### config.mk
export PLATFORM = sky130hd
export DESIGN_NAME = reflector_prog
export DESIGN_NICKNAME = d
export VERILOG_FILES = /design/src/rtl/reflector_prog.sv
export SDC_FILE = /design/constraint.sdc
export NUM_CORES = 1
export LEC_CHECK = 0
export BUFFER_PORTS_ARGS = -buffer_cell sky130_fd_sc_hd__buf_2
export CORE_MARGIN = 5
export CORE_UTILIZATION = 60
export DETAILED_ROUTE_END_ITERATION = 8
export PLACE_DENSITY = 0.88
export RECOVER_POWER = 25
export SETUP_SLACK_MARGIN = 0.1
export SLEW_MARGIN = 0
export SYNTH_ARGS = -nofsm -noshare
export SYNTH_HDL_FRONTEND = slang
export SYNTH_SLANG_ARGS = --single-unit
### constraint.sdc
create_clock -name clk -period 7.2 [get_ports clk]
set_clock_uncertainty 0.05 [all_clocks]
set_input_delay 1.08 -clock clk [delete_from_list [all_inputs] [get_ports clk]]
set_output_delay 1.08 -clock clk [all_outputs]
set_load 0.01 [all_outputs]
### src/rtl/reflector_prog.sv
// ---------------------------------------------------------------------------
// reflector_prog
//
// Run-time rewirable Enigma reflector (UKW-D style) for an N-letter alphabet.
// Letters travel one-hot. A pairing table map[] is held in flops and is always
// a fixed-point-free involution: every letter is paired with exactly one other
// letter, and map[map[i]] == i.
//
// Datapath: one registered lookup per accepted letter (latency 1), with a
// valid/ready handshake on both sides.
//
// Config: a request "pair cfg_a with cfg_b" rewires four table entries in a
// single clock edge. a's old partner pa and b's old partner pb are paired
// with each other, so the table stays an involution.
//
// Ports
//   clk        in   1      single clock, rising edge
//   rst        in   1      asynchronous, active-high reset
//   in_valid   in   1      input letter valid
//   in_ready   out  1      block accepts a letter this cycle
//   in         in   N      one-hot input letter
//   out_valid  out  1      output letter valid
//   out_ready  in   1      downstream accepts output
//   out        out  N      one-hot reflected letter (0 when out_err)
//   out_err    out  1      qualifies out: input was not one-hot
//   cfg_we     in   1      request: pair cfg_a with cfg_b (sampled in IDLE only)
//   cfg_a      in   IDX_W  letter index A
//   cfg_b      in   IDX_W  letter index B
//   cfg_busy   out  1      rewire in progress
//   cfg_done   out  1      1-cycle pulse: request finished (ok, no-op or error)
//   cfg_err    out  1      1-cycle pulse with cfg_done: request rejected
//   dbg_state  out  2      config FSM state (0 IDLE, 1 READ, 2 WRITE)
//
// Handshake rule (both sides): a transfer happens on a rising edge where
// valid && ready. A producer holding valid keeps its data stable until the
// transfer; out/out_err/out_valid are held while out_valid && !out_ready.
// ---------------------------------------------------------------------------
module reflector_prog #(
    parameter int N     = 26,
    parameter int IDX_W = 5
) (
    input  logic             clk,
    input  logic             rst,
    input  logic             in_valid,
    output logic             in_ready,
    input  logic [N-1:0]     in,
    output logic             out_valid,
    input  logic             out_ready,
    output logic [N-1:0]     out,
    output logic             out_err,
    input  logic             cfg_we,
    input  logic [IDX_W-1:0] cfg_a,
    input  logic [IDX_W-1:0] cfg_b,
    output logic             cfg_busy,
    output logic             cfg_done,
    output logic             cfg_err,
    output logic [1:0]       dbg_state
);

    typedef enum logic [1:0] {
        ST_IDLE  = 2'd0,
        ST_READ  = 2'd1,
        ST_WRITE = 2'd2
    } cfg_state_t;

    // ------------------------------------------------------------------
    // Storage
    // ------------------------------------------------------------------
    logic [IDX_W-1:0] map_q [N];

    cfg_state_t       state_q;
    cfg_state_t       state_d;
    logic [IDX_W-1:0] a_q;
    logic [IDX_W-1:0] b_q;
    logic [IDX_W-1:0] pa_q;
    logic [IDX_W-1:0] pb_q;
    logic             done_q;
    logic             err_q;

    // ------------------------------------------------------------------
    // Input decode: index of the single set bit, plus a bad flag for a
    // zero or multi-hot letter.
    // ------------------------------------------------------------------
    logic [IDX_W-1:0] in_idx;
    logic             in_seen;
    logic             in_multi;
    logic             in_bad;

    always_comb begin
        in_idx   = '0;
        in_seen  = 1'b0;
        in_multi = 1'b0;
        for (int i = 0; i < N; i++) begin
            if (in[i]) begin
                if (in_seen) begin
                    in_multi = 1'b1;
                end
                in_seen = 1'b1;
                in_idx  = IDX_W'(i);
            end
        end
        in_bad = !in_seen || in_multi;
    end

    // Reflected letter, computed from the table as it stands this cycle.
    logic [N-1:0] lookup_onehot;

    always_comb begin
        lookup_onehot = '0;
        if (!in_bad) begin
            lookup_onehot[map_q[in_idx]] = 1'b1;
        end
    end

    // ------------------------------------------------------------------
    // Datapath handshake and output register
    // ------------------------------------------------------------------
    logic in_fire;

    // Letters are blocked while a rewire is in flight, so no letter can be
    // looked up against a table that is between its old and new contents.
    assign in_ready = !cfg_busy && (!out_valid || out_ready);
    assign in_fire  = in_valid && in_ready;

    always_ff @(posedge clk or posedge rst) begin
        if (rst) begin
            out_valid <= 1'b0;
            out       <= '0;
            out_err   <= 1'b0;
        end else if (in_fire) begin
            out_valid <= 1'b1;
            out       <= lookup_onehot;
            out_err   <= in_bad;
        end else if (out_ready) begin
            out_valid <= 1'b0;
        end
    end

    // ------------------------------------------------------------------
    // Config request classification (only acted on in IDLE)
    // ------------------------------------------------------------------
    logic             cfg_range_ok;
    logic [IDX_W-1:0] cfg_a_partner;

    assign cfg_range_ok  = (int'(cfg_a) < N) && (int'(cfg_b) < N) && (cfg_a != cfg_b);
    // Muxed so an out-of-range index never drives the comparison.
    assign cfg_a_partner = cfg_range_ok ? map_q[cfg_a] : '0;

    logic start_rewire;
    logic done_d;
    logic err_d;

    always_comb begin
        state_d      = state_q;
        start_rewire = 1'b0;
        done_d       = 1'b0;
        err_d        = 1'b0;
        case (state_q)
            ST_IDLE: begin
                if (cfg_we) begin
                    if (!cfg_range_ok) begin
                        done_d = 1'b1;
                        err_d  = 1'b1;
                    end else if (cfg_a_partner == cfg_b) begin
                        // Already paired: finish immediately without busy.
                        done_d = 1'b1;
                    end else begin
                        state_d      = ST_READ;
                        start_rewire = 1'b1;
                    end
                end
            end
            ST_READ: begin
                state_d = ST_WRITE;
            end
            ST_WRITE: begin
                state_d = ST_IDLE;
            end
            default: begin
                state_d = ST_IDLE;
            end
        endcase
    end

    always_ff @(posedge clk or posedge rst) begin
        if (rst) begin
            state_q <= ST_IDLE;
            done_q  <= 1'b0;
            err_q   <= 1'b0;
            a_q     <= '0;
            b_q     <= '0;
            pa_q    <= '0;
            pb_q    <= '0;
        end else begin
            state_q <= state_d;
            done_q  <= done_d;
            err_q   <= err_d;
            if (start_rewire) begin
                a_q <= cfg_a;
                b_q <= cfg_b;
            end
            // Old partners captured while the table is still untouched.
            if (state_q == ST_READ) begin
                pa_q <= map_q[a_q];
                pb_q <= map_q[b_q];
            end
        end
    end

    // ------------------------------------------------------------------
    // Pairing table. a, b, pa, pb are four distinct letters (a != b,
    // a not already paired with b, table is fixed-point free), so the four
    // writes never collide and the result is again an involution.
    // ------------------------------------------------------------------
    always_ff @(posedge clk or posedge rst) begin
        if (rst) begin
            for (int i = 0; i < N; i++) begin
                map_q[i] <= IDX_W'(i ^ 1);
            end
        end else if (state_q == ST_WRITE) begin
            map_q[a_q]  <= b_q;
            map_q[b_q]  <= a_q;
            map_q[pa_q] <= pb_q;
            map_q[pb_q] <= pa_q;
        end
    end

    // ------------------------------------------------------------------
    // Status outputs
    // ------------------------------------------------------------------
    assign cfg_busy  = (state_q != ST_IDLE);
    // Rewire completion is signalled during WRITE; reject/no-op pulses come
    // from the registered flags one cycle after the request.
    assign cfg_done  = done_q || (state_q == ST_WRITE);
    assign cfg_err   = err_q;
    assign dbg_state = state_q;

endmodule
==> metrics.md <==
| Metric | Value |
|---|---|
| Run status | `finished with violations` |
| Violated checks | `DRC, capacitance limit, slew limit` |
| Total number of nets in the final design | `about 2000` |
| Die area | `~31000 um2` |
| Cells taking the most area after synthesis | `sky130_fd_sc_hd__dfrtp_1 (19%), sky130_fd_sc_hd__mux4_2 (12%), sky130_fd_sc_hd__dfstp_2 (9.0%)` |
| Vias per std cell | `7.83` |
| Critical-path cell with the highest stage delay | `sky130_fd_sc_hd__buf_2` |
| Setup bufs post-CTS | `0` |
| Number of instances in the synthesized netlist | `2000` |
| Wire length of the first global-routing pass | `about 100 mm` |
| Endpoint of the worst hold-timing path | `out[9]` |
| Number of gates resized after cts | `0` |
| Depth of the worst register-to-register path | `8` |
| Placement Rows | `60` |
| Worst-case hold slack | `0.429 ns` |
| Boundary Pins | `75` |
| Class of the tightest hold or removal check | `reg2reg` |
| VDD IR max | `0.176 mV` |
| Top cells by count, synth | `sky130_fd_sc_hd__nand2_1 (256), sky130_fd_sc_hd__nor2_1 (222), sky130_fd_sc_hd__a21oi_1 (182), sky130_fd_sc_hd__o21ai_0 (155), sky130_fd_sc_hd__clkbuf_1 (139)` |
| Largest net degree at the start of global routing | `between 70 and 80` |
| Post-synth top area cell | `sky130_fd_sc_hd__dfrtp_1` |
| Global placer's final weighted congestion | `1.02` |
| Library cell with the highest instance count after synthesis | `sky130_fd_sc_hd__nand2_1` |
| Area share of and/or/nand/nor cells after synthesis | `about 19%` |
| Number of storage elements in the synthesis netlist | `approximately 180` |
| Post-synthesis mux area share | `between 10% and 20%` |
| CP Cell Sequence | `buf_2, buf_4, mux4_2, mux4_2, o21ai_0, xnor2_1, o41ai_1, or2_1, mux2_2` |
| Vias after detailed routing | `approximately 18000` |
| Number of detailed-route iterations in the first pass | `9` |
| Synthesis Warnings | `0` |
| Post-Route Setup TNS | `0 ns` |
| CP peak stage delay | `approximately 0.78 ns` |
| Bufs on Longest Clock Path | `2` |
| Kind of start point of the critical path | `input pin` |
| Xor and xnor area share after synthesis | `less than 1%` |
| Share of the clock period used by the worst path after layout | `64.7%` |
| Vias in the first global route | `approximately 16000` |
| Initial antenna violation count | `2` |
| Sequential fraction of the synthesis area | `27.9%` |
| Post-synth top flop | `sky130_fd_sc_hd__dfrtp_1` |
| Final worst path period need | `between 4 and 5 ns` |
| Effective utilization at floorplan | `a little over 60%` |
| WP data required | `approximately 7.5 ns` |
| Post-synth EDFFs | `0` |
| Hold buffer count at CTS | `0` |
| Area grow syn2layout | `5.91%` |
| Placeable core area | `roughly 27000 um2` |
| Mean Syn Cell Area | `a little over 8 um2` |
| Worst Hold Path Cells | `2` |
| Largest family of logic cells by synthesized area | `compound AO/OA/AOI/OAI gates` |
| TritonCTS Buffers | `17` |
| Critical path type | `in2reg` |
| Number of max-capacitance violations reported | `1` |
| Number of DRC markers after the initial detailed-route iteration | `roughly 3200` |
| Number of different library cells in the post-synthesis netlist | `92` |
| Synth Net Count | `2041` |
| Fill cell total of the finished layout | `2223` |
| Endpoint kind of the worst setup timing path | `flop` |
| Standby leakage power | `around 0.0065 uW` |
| Worst path most repeated cell | `sky130_fd_sc_hd__mux4_2` |
| HPWL Detailed | `about 45 mm` |
| Diode insertion count for antenna repair | `0` |
| Count of clock tree sinks | `~180` |
| GRT Overall Usage | `between 40% and 50%` |
| Setup repair after global routing missed its margin | `false` |
| Cell Pwr Density | `about 380 nW/um2` |
| Worst EP arrival | `~4.9 ns` |
| Fraction of the mapped netlist area in compound gates | `28.6%` |
| Clk pin slew, worst setup/hold paths | `0.07 ns` |
| Highest achievable clock rate | `215 MHz` |
| Worst hold start | `out[9]` |
| Worst R2R End | `map_q[0]` |
| Combined flip-flop and latch cell area | `between 4000 and 5000 um2` |
| DRC violation count after routing | `4` |
| Adder-cell share of the synthesized area | `0%` |
| Reg-to-reg setup timing slack | `between 3 and 4 ns` |
| Tightest slew margin relative to the limit | `-41.5%` |
| Count of final max-slew check failures | `49` |
| Chip height | `between 150 and 200 um` |
| Routed WL | `roughly 67 mm` |
| Area of combinational cells with multiple inputs | `between 10000 and 15000 um2` |
| Congestion Overflow GR | `0` |
| Combined area of all synthesized cells | `between 15000 and 20000 um2` |
| Transition time of the tightest slew-check pin | `about 2.1 ns` |
| Total power draw | `approximately 6600 uW` |
| Number of routed nets with antenna violations | `0` |
| Die boundary width | `between 150 and 200 um` |
| Reg-to-reg startpoint | `b_q[0]` |
| Clock insertion delay at the later pin of the skew report | `between 0.4 and 0.5 ns` |
| Setup violation total in the final timing report | `0` |
| Fraction of layout instances using a drive strength above 1 | `19.7%` |
| Max H-tree Level | `4` |
| Number of buffers inserted by port buffering | `74` |
| Share of the synthesized area in the top cell type | `18.9%` |
| Buffer cell driving the clock tree root | `sky130_fd_sc_hd__clkbuf_16` |
| Hold Vio Cnt, Final | `0` |
| Average wire length per cell after detail routing | `between 20 and 30 um` |
| Maximum fanout encountered on the critical timing path | `34` |
| CTS tree | `built` |
| Proportion of synthesized flip-flops having asynchronous set or reset | `100%` |
-- cell type report --
class	count	area share [%]
Tap cell	341	2.43
Inverter	31	0.671
Timing Repair Buffer	115	3.84
Multi-Input combinational cell	1604	63.1
Clock buffer	22	2.70
Sequential cell	182	26.4
Clock inverter	10	0.835
-- metal layers --
layer  part of all wire, %  track usage, %  vias to the layer above
met2                    40            57.9                     1730
met4                   9.3            29.0                        4
met5                 0.041               0                        -
met1                    34            52.7                     8313
met3                    17            17.9                      491
li1                      -               -                     7521
-- placed cells by master, fill, tap and decap left out, types with 15 or more instances in the layout --
| master | count |
|---|---|
| sky130_fd_sc_hd__nand2b_1 | 18 |
| sky130_fd_sc_hd__mux4_2 | 88 |
| sky130_fd_sc_hd__inv_1 | 16 |
| sky130_fd_sc_hd__a221oi_1 | 79 |
| sky130_fd_sc_hd__dfstp_2 | 57 |
| sky130_fd_sc_hd__a22oi_1 | 62 |
| sky130_fd_sc_hd__o221ai_1 | 15 |
| sky130_fd_sc_hd__nor3_1 | 74 |
| sky130_fd_sc_hd__nand2_1 | 256 |
| sky130_fd_sc_hd__a21oi_1 | 182 |
| sky130_fd_sc_hd__nand3_1 | 35 |
| sky130_fd_sc_hd__dfrtp_1 | 119 |
| sky130_fd_sc_hd__a211oi_1 | 60 |
| sky130_fd_sc_hd__mux2i_1 | 62 |
| sky130_fd_sc_hd__mux2_2 | 31 |
| sky130_fd_sc_hd__clkbuf_16 | 17 |
| sky130_fd_sc_hd__o21ai_1 | 15 |
| sky130_fd_sc_hd__buf_4 | 39 |
| sky130_fd_sc_hd__buf_2 | 74 |
| sky130_fd_sc_hd__nor2_1 | 222 |
| sky130_fd_sc_hd__o41ai_1 | 15 |
| sky130_fd_sc_hd__o21ai_0 | 155 |
-- report_power, final --
group | leakage [uW] | total, uW | internal [uW] | switching (uW)
logic | 0.00393 | 3400 | 1180 | 2220
registers | 0.00225 | 2180 | 1420 | 757
clock network | 0.000289 | 1020 | 577 | 440
total | 0.00647 | 6600 | 3180 | 3420
-- sequential cells by signal, indices dropped and copies added (netlist names) --
| name | count |
|---|---|
| done_q | 1 |
| pb_q | 5 |
| dbg_state | 2 |
| a_q | 5 |
| cfg_err | 1 |
| pa_q | 5 |
| out | 26 |
| map_q | 130 |
| b_q | 5 |
| out_valid | 1 |
| out_err | 1 |
-- kinds of logic (layout without fill, tap and decap cells) --
group / count (synthesis) / after routing
simple gates: 701 / 701
xor+xnor: 10 / 10
buf+inv: 214 / 178
mux: 187 / 187
flops: 182 / 182
compound gates: 706 / 706
-- per-stage QoR --
step | setup slack [ns] | instances | util (%) | area, um2
after floorplan | 1.22 | 2000 | - | 16600
after global placement | 2.23 | 2271 | 62.5 | 16900
after detailed placement | 2.17 | 2271 | 62.5 | 16900
after CTS | 2.63 | 2303 | 64.8 | 17500
after global routing | 2.45 | 2305 | 64.9 | 17500
final | 2.54 | 2305 | 64.9 | 17500
-- worst max path at each step --
| stage | to | from | cells after the start | slack [ns] |
|---|---|---|---|---|
| 6_report | a_q[0] | cfg_a[0] | 9 | 2.54 |
| 5_1_grt | a_q[0] | cfg_a[0] | 9 | 2.45 |
| 4_1_cts | a_q[1] | cfg_a[0] | 9 | 2.63 |
| 3_5_place_dp | a_q[2] | cfg_a[0] | 9 | 2.17 |
| 3_3_place_gp | a_q[2] | cfg_a[0] | 9 | 2.23 |
| 2_1_floorplan | a_q[0] | rst | 1 | 1.22 |
-- critical path, delay by kind of cell --
kind                      cells  cell delay (ns)
AOI/OAI and AO/OA             2             0.67
muxes                         3             1.41
xor gates and xnor gates      1             0.09
and+or+nand+nor               1             0.47
buffers and inverters         2             1.17
(Power assumes the default switching activity.)
